===== config.mk =====
export PLATFORM = sky130hd
export DESIGN_NAME = ram_write_arbiter
export DESIGN_NICKNAME = d
export VERILOG_FILES = /design/src/rtl/tictactoe_ram_pkg.sv /design/src/rtl/ram_clear_sweeper.sv /design/src/rtl/ram_write_arbiter.sv
export SDC_FILE = /design/constraint.sdc
export NUM_CORES = 1
export LEC_CHECK = 0
export BUFFER_PORTS_ARGS = -buffer_cell sky130_fd_sc_hd__buf_2
export CORE_MARGIN = 4
export CORE_UTILIZATION = 30
export CTS_BUF_LIST = sky130_fd_sc_hd__clkbuf_8
export CTS_CLUSTER_DIAMETER = 60
export DETAILED_ROUTE_END_ITERATION = 6
export GPL_TIMING_DRIVEN = 0
export PLACE_DENSITY = 0.64
export SLEW_MARGIN = 20
export SYNTH_ARGS = -nofsm -noshare
export SYNTH_HDL_FRONTEND = slang
export SYNTH_SLANG_ARGS = --single-unit

===== constraint.sdc =====
create_clock -name clock_i -period 3.1 [get_ports clock_i]
set_input_delay 0.155 -clock clock_i [delete_from_list [all_inputs] [get_ports clock_i]]
set_output_delay 0.155 -clock clock_i [all_outputs]
set_load 0.03 [all_outputs]

===== src/rtl/tictactoe_ram_pkg.sv =====
// Shared sizing defaults, fill code, FSM encoding and requester identifiers
// for the tile-RAM write path.
package tictactoe_ram_pkg;

   localparam int DATA_WIDTH_DEF = 7;
   localparam int ADDR_WIDTH_DEF = 9;

   // Blank tile code written by the clear sweep.
   localparam logic [DATA_WIDTH_DEF-1:0] FILL_CODE_DEF = 7'd0;

   typedef enum logic { SERVE = 1'b0, CLEAR = 1'b1 } state_e;
   typedef enum logic { REQ_A = 1'b0, REQ_B = 1'b1 } req_e;

endpackage


===== src/rtl/ram_clear_sweeper.sv =====
// Clear-sweep address counter: issues one address per cycle while run_i is high,
// flags the final address and emits a registered done pulse; no backpressure.
`ifdef RAM_ARB_CLEAR_EN
module ram_clear_sweeper
   import tictactoe_ram_pkg::*;
#(
   parameter int ADDR_WIDTH = ADDR_WIDTH_DEF
) (
   input  logic                  clock_i,
   input  logic                  reset_n_i,
   input  logic                  run_i,
   output logic [ADDR_WIDTH-1:0] addr_o,
   output logic                  last_o,
   output logic                  done_o
);

   logic [ADDR_WIDTH:0] cnt_q, cnt_d, cnt_inc;
   logic                done_q, done_d;

   // The extra MSB lets the terminal address be seen as a carry out of the increment.
   always_comb begin
      cnt_inc = cnt_q + {{ADDR_WIDTH{1'b0}}, 1'b1};
      last_o  = cnt_inc[ADDR_WIDTH];
      cnt_d   = (run_i && !last_o) ? cnt_inc : '0;
      done_d  = run_i && last_o;
   end

   always_ff @(posedge clock_i or negedge reset_n_i) begin
      if (!reset_n_i) begin
         cnt_q  <= '0;
         done_q <= 1'b0;
      end else begin
         cnt_q  <= cnt_d;
         done_q <= done_d;
      end
   end

   assign addr_o = cnt_q[ADDR_WIDTH-1:0];
   assign done_o = done_q;

endmodule
`endif


===== src/rtl/ram_write_arbiter.sv =====
// Round-robin arbiter sharing the tile-RAM write port between A and B; 1-cycle grant-to-write,
// readies drop while clearing. Optional clear sweep compiled in with RAM_ARB_CLEAR_EN.
module ram_write_arbiter
   import tictactoe_ram_pkg::*;
#(
   parameter int                    DATA_WIDTH     = DATA_WIDTH_DEF,
   parameter int                    ADDR_WIDTH     = ADDR_WIDTH_DEF,
   parameter logic [DATA_WIDTH-1:0] FILL_CODE      = FILL_CODE_DEF,
   parameter bit                    CLEAR_ON_RESET = 1'b1
) (
   input  logic                  clock_i,
   input  logic                  reset_n_i,
   input  logic                  a_valid_i,
   input  logic [ADDR_WIDTH-1:0] a_addr_i,
   input  logic [DATA_WIDTH-1:0] a_data_i,
   output logic                  a_ready_o,
   input  logic                  b_valid_i,
   input  logic [ADDR_WIDTH-1:0] b_addr_i,
   input  logic [DATA_WIDTH-1:0] b_data_i,
   output logic                  b_ready_o,
   input  logic                  clear_req_i,
   output logic                  we_o,
   output logic [ADDR_WIDTH-1:0] write_addr_o,
   output logic [DATA_WIDTH-1:0] data_o,
   output logic                  clear_busy_o,
   output logic                  clear_done_o
);

   logic                  we_q, we_d;
   logic [ADDR_WIDTH-1:0] addr_q, addr_d;
   logic [DATA_WIDTH-1:0] data_q, data_d;
   req_e                  last_grant_q, last_grant_d;
   logic                  clear_hold;

`ifdef RAM_ARB_CLEAR_EN
   state_e                state_q, state_d;
   logic [ADDR_WIDTH-1:0] sweep_addr;
   logic                  sweep_last;
   logic                  sweep_done;

   ram_clear_sweeper #(
      .ADDR_WIDTH (ADDR_WIDTH)
   ) u_sweeper (
      .clock_i   (clock_i),
      .reset_n_i (reset_n_i),
      .run_i     (state_q == CLEAR),
      .addr_o    (sweep_addr),
      .last_o    (sweep_last),
      .done_o    (sweep_done)
   );

   assign clear_hold   = (state_q == CLEAR) || clear_req_i;
   assign clear_busy_o = (state_q == CLEAR);
   assign clear_done_o = sweep_done;
`else
   logic unused_cfg;

   assign unused_cfg   = clear_req_i ^ (^FILL_CODE) ^ CLEAR_ON_RESET;
   assign clear_hold   = 1'b0;
   assign clear_busy_o = 1'b0;
   assign clear_done_o = 1'b0;
`endif

   always_comb begin
      a_ready_o    = a_valid_i && !clear_hold && (!b_valid_i || last_grant_q == REQ_B);
      b_ready_o    = b_valid_i && !clear_hold && (!a_valid_i || last_grant_q == REQ_A);
      we_d         = 1'b0;
      addr_d       = addr_q;
      data_d       = data_q;
      last_grant_d = last_grant_q;
      if (a_ready_o) begin
         we_d         = 1'b1;
         addr_d       = a_addr_i;
         data_d       = a_data_i;
         last_grant_d = REQ_A;
      end else if (b_ready_o) begin
         we_d         = 1'b1;
         addr_d       = b_addr_i;
         data_d       = b_data_i;
         last_grant_d = REQ_B;
      end
`ifdef RAM_ARB_CLEAR_EN
      state_d = state_q;
      // Readies are already low in CLEAR, so the sweep simply overrides the write port.
      if (state_q == CLEAR) begin
         we_d   = 1'b1;
         addr_d = sweep_addr;
         data_d = FILL_CODE;
         if (sweep_last) state_d = SERVE;
      end else if (clear_req_i) begin
         state_d = CLEAR;
      end
`endif
   end

   always_ff @(posedge clock_i or negedge reset_n_i) begin
      if (!reset_n_i) begin
         we_q         <= 1'b0;
         addr_q       <= '0;
         data_q       <= '0;
         last_grant_q <= REQ_B;
`ifdef RAM_ARB_CLEAR_EN
         state_q      <= CLEAR_ON_RESET ? CLEAR : SERVE;
`endif
      end else begin
         we_q         <= we_d;
         addr_q       <= addr_d;
         data_q       <= data_d;
         last_grant_q <= last_grant_d;
`ifdef RAM_ARB_CLEAR_EN
         state_q      <= state_d;
`endif
      end
   end

   assign we_o         = we_q;
   assign write_addr_o = addr_q;
   assign data_o       = data_q;

endmodule


# Word level (Yosys, flattened, before mapping)
# Cells that the tools add are included.
[word_totals]
ff_bits = 18
latch_bits = 0
ram_bits = 0
rom_bits = 0
memories = 0
[op_classes]
add_sub_neg = 0
mul = 0
div_mod_pow = 0
n_lt_le_gt_ge = 0
eq_ne = 0
shift = 0
n_mux = 8
n_bitwise = 1
reduce_logical = 7
[ops]
columns = ["op", "count"]
rows = [
  ["$mux W9", 2],
  ["$mux W7", 2],
  ["$mux W1", 4],
  ["$logic_and A1 B1 Y1", 2],
  ["$logic_not A1 Y1", 2],
  ["$logic_or A1 B1 Y1", 2],
  ["$reduce_bool A2 Y1", 1],
  ["$not A1 Y1", 1],
]

# Longest topological paths before layout
[depth]
ltp_word = 5
mapped_depth = 5
mapped_depth_nobuf = 3

# Worst setup path before layout
# No wires, ideal clock.
[synth_timing]
path_type = "reg2out"
from = "register last_grant_q"
to = "output a_ready_o"
arrival_time_ns = 1.492
required_ns = 2.945
path_slack_ns = 1.453
stages_incl_launch_ff = 5
path_cell_list = "dfstp_2 buf_4 buf_6 inv_1 a21boi_0"
[synth_via]
elab_chain_cells = 2
[synth_lines]
columns = ["element", "line", "source"]
rows = [
  ["start: declaration", "ram_write_arbiter.sv:32", "req_e last_grant_q, last_grant_d;"],
  ["start signal: assignment", "ram_write_arbiter.sv:109", "last_grant_q <= last_grant_d;"],
  ["$logic_or A1 B1 Y1", "ram_write_arbiter.sv:65", "a_ready_o = a_valid_i && !clear_hold && (!b_valid_i || last_grant_q == REQ_B);"],
  ["$logic_and A1 B1 Y1", "ram_write_arbiter.sv:65", ""],
  ["end: declaration", "ram_write_arbiter.sv:16", "output logic a_ready_o,"],
]
# Every way passes these cells.

# Worst setup path after layout
# Ends and elaborated chain as after synthesis.

==> reports/metrics.csv <==
metric;value;unit
nets@finish;199;
number of flops mapped to enable cells by yosys;0;
sequential area share after synthesis;42.9;%
Tightest Hold Check Type;input pin to register;
arrival time at the worst endpoint;1.51;ns
Synth warnings;0;
ys async rst share;100;%
register bit total from synthesis;18;
Synth Area in XOR/XNOR;0;%
worst-skew pair later-pin latency;0.25;ns
Critical Path Fanout Max;10;
Final Slew Violations;0;
Adder-Cell Fraction of Synth Area;0;%
GRT Residual Overflow;0;
Crit. End Element;output pin;
Area growth syn-to-layout;35.7;%
hold_ws;0.138;ns
post_cts resized;0;
fin crit period;1.67;ns
DIE AREA;4520;sq um
Fin. Hold Viols;0;
top_reg_cell synth;dfrtp_1;
worst setup margin;1.43;ns
drt first pass iters;4;
design area;1430;sq um
MaxCap Viol Count;0;
PortBufs;52;
H-tree depth;1;
Synth Cell Area;1050;sq um
DRT Wirelength;3190;microns
Residual DRC;0;
I/O pins;58;
number of global-route vias before repair;1117;
Synth area leaders;dfrtp_1 (40%), mux2i_1 (15%), a31oi_1 (9.5%);
Fin Setup TNS;0;ns
global-route wire length before repair;5120;microns
CTS tree;yes;
mux contribution to synthesized area;15.2;%
fmax;0.599;GHz
DR WL/cell;15.4;microns
flop-to-flop setup slack;1.75;ns
number of cells on the worst reg-to-reg path;5;
post-route ant nets;0;
final setup violation count;0;
cell accounting for the most synthesized area;dfrtp_1;
setup bufs post-CTS;0;
chip height;67.3;microns
post-place setup slack;1.71;ns
DPL Wire Length;2390;microns
status;completed;
fraction of layout cells with a size suffix above 1;44.1;%
Tcrit/Tclk final;53.8;%
Crit Reg-Reg Endpoint;data_o[6]$_DFFE_PN0P_;
Mapped Cells;103;
CP Launch Point;last_grant_q$_DFFE_PN1P_;
critical path endpoint;a_ready_o;
area share of and/or/nand/nor cells after synthesis;11.5;%
Crit Path Class;register to output pin;
largest family of logic cells by synthesized area;compound AO/OA/AOI/OAI gates;
initial antenna violation count;0;
worst r2r src;last_grant_q$_DFFE_PN1P_;
diode count;0;
count leader, synth;dfrtp_1;
vias per cell;4.98;
number of CTS-inserted buffers;3;
floorplan row count;21;
Synth top area share;40.4;%
Initial Utilization;31.3;%
unrepaired setup endpoints after global routing;false;
placed cell areas;1380;sq um
Total GRT Usage;15.0;%
Cell variety after synth;18;
Vias;1031;
peak supply drop;0.000183;V
Clock Tree Buf Depth;2;
clock-pin slew on the worst setup and hold paths;0.07;ns
pwr/cell area;490;nW/um^2
compound-cell area share of the yosys netlist;18.5;%
critical path required time;2.94;ns
chip width;67.3;microns
final worst clock skew;0.00265;ns
commonest cells in the netlist;dfrtp_1 (17), a31oi_1 (16), and3_1 (16), mux2i_1 (16), o21ai_1 (12);
Lkg Pwr;0.775;nW
largest net degree at the start of global routing;19;
Post-Synthesis Mean Instance Area;10.2;sq um
CP Launch Type;register;
CTS Root Cell;clkbuf_8;
CTS sink count;18;
gpl congestion;0.719;
cts hold-fix bufs;1;
# fillers;372;
core area;3360;sq um
DRT iter0 DRCs;25;
state kept, by name, indices dropped and copies added, names as in the netlist:
| register | count |
|---|---|
| write_addr_o | 9 |
| data_o | 7 |
| last_grant_q | 1 |
| we_o | 1 |
cell usage in the layout (no fill, tap or decap):
cell	n
dlygate4sd3_1	1
o21a_1	1
clkbuf_8	3
conb_1	2
a21boi_0	1
mux2i_1	16
nand2_1	1
and3_1	16
o21ai_1	12
buf_8	1
or2_2	1
dfstp_2	1
inv_1	3
o21ai_0	4
buf_2	56
a31oi_1	16
buf_6	5
buf_4	3
nand2_4	1
dfrtp_1	17
layer usage:
metal	part of all wire (%)	wire length [microns]	GRT usage, %
met4	0.88	28	3.80
met1	41	1300	16.9
met2	54	1720	29.2
met3	4.4	140	1.83
met5	0	0	0
report_power, final:
group	total [mW]	internal, mW	leakage [nW]	switching (mW)
registers	0.283	0.267	0.210	0.0156
clock network	0.169	0.0879	0.0269	0.0807
logic	0.250	0.0933	0.538	0.157
cell families (layout without fill, tap and decap cells):
kind of cell    after synthesis  in the layout
buf+inv                      15             72
compound gates               34             34
simple gates                 19             19
other cells                   1              2
flops                        18             18
mux                          16             16
worst min path at each step:
stage	start	to	slack [ns]	depth (start not counted)
floorplan	reset_n_i	data_o[0]$_DFFE_PN0P_	-0.14	0
global placement	reset_n_i	data_o[3]$_DFFE_PN0P_	0.11	1
detailed placement	reset_n_i	data_o[3]$_DFFE_PN0P_	0.12	1
CTS	b_data_i[0]	data_o[0]$_DFFE_PN0P_	0.14	3
global route	b_data_i[0]	data_o[0]$_DFFE_PN0P_	0.15	3
finish	b_data_i[0]	data_o[0]$_DFFE_PN0P_	0.14	3
critical path: stages (launching register included):
cell and delay (ns):
dfstp_2 0.52, buf_4 0.16, buf_6 0.15, inv_1 0.04, a21boi_0 0.17, buf_2 0.23
area by class of cell:
class	count	area [sq um]	area share, %
Buffer	13	114	7.96
Tap cell	46	57.6	4.02
Inverter	2	7.51	0.525
Clock buffer	3	41.3	2.89
Clock inverter	1	3.75	0.262
Timing Repair Buffer	53	270	18.9
Multi-Input combinational cell	71	484	33.9
Sequential cell	18	452	31.6
stage by stage:
| step | cells | utilization, % | power [mW] |
|---|---|---|---|
| floorplan | 104 | - | 0.451 |
| global placement | 202 | 40.9 | 0.528 |
| detailed placement | 202 | 40.9 | 0.538 |
| finish | 207 | 42.5 | 0.701 |
| global route | 207 | 42.5 | 0.741 |
| CTS | 207 | 42.5 | 0.707 |
Note: power is estimated with default switching activity, not from simulation.
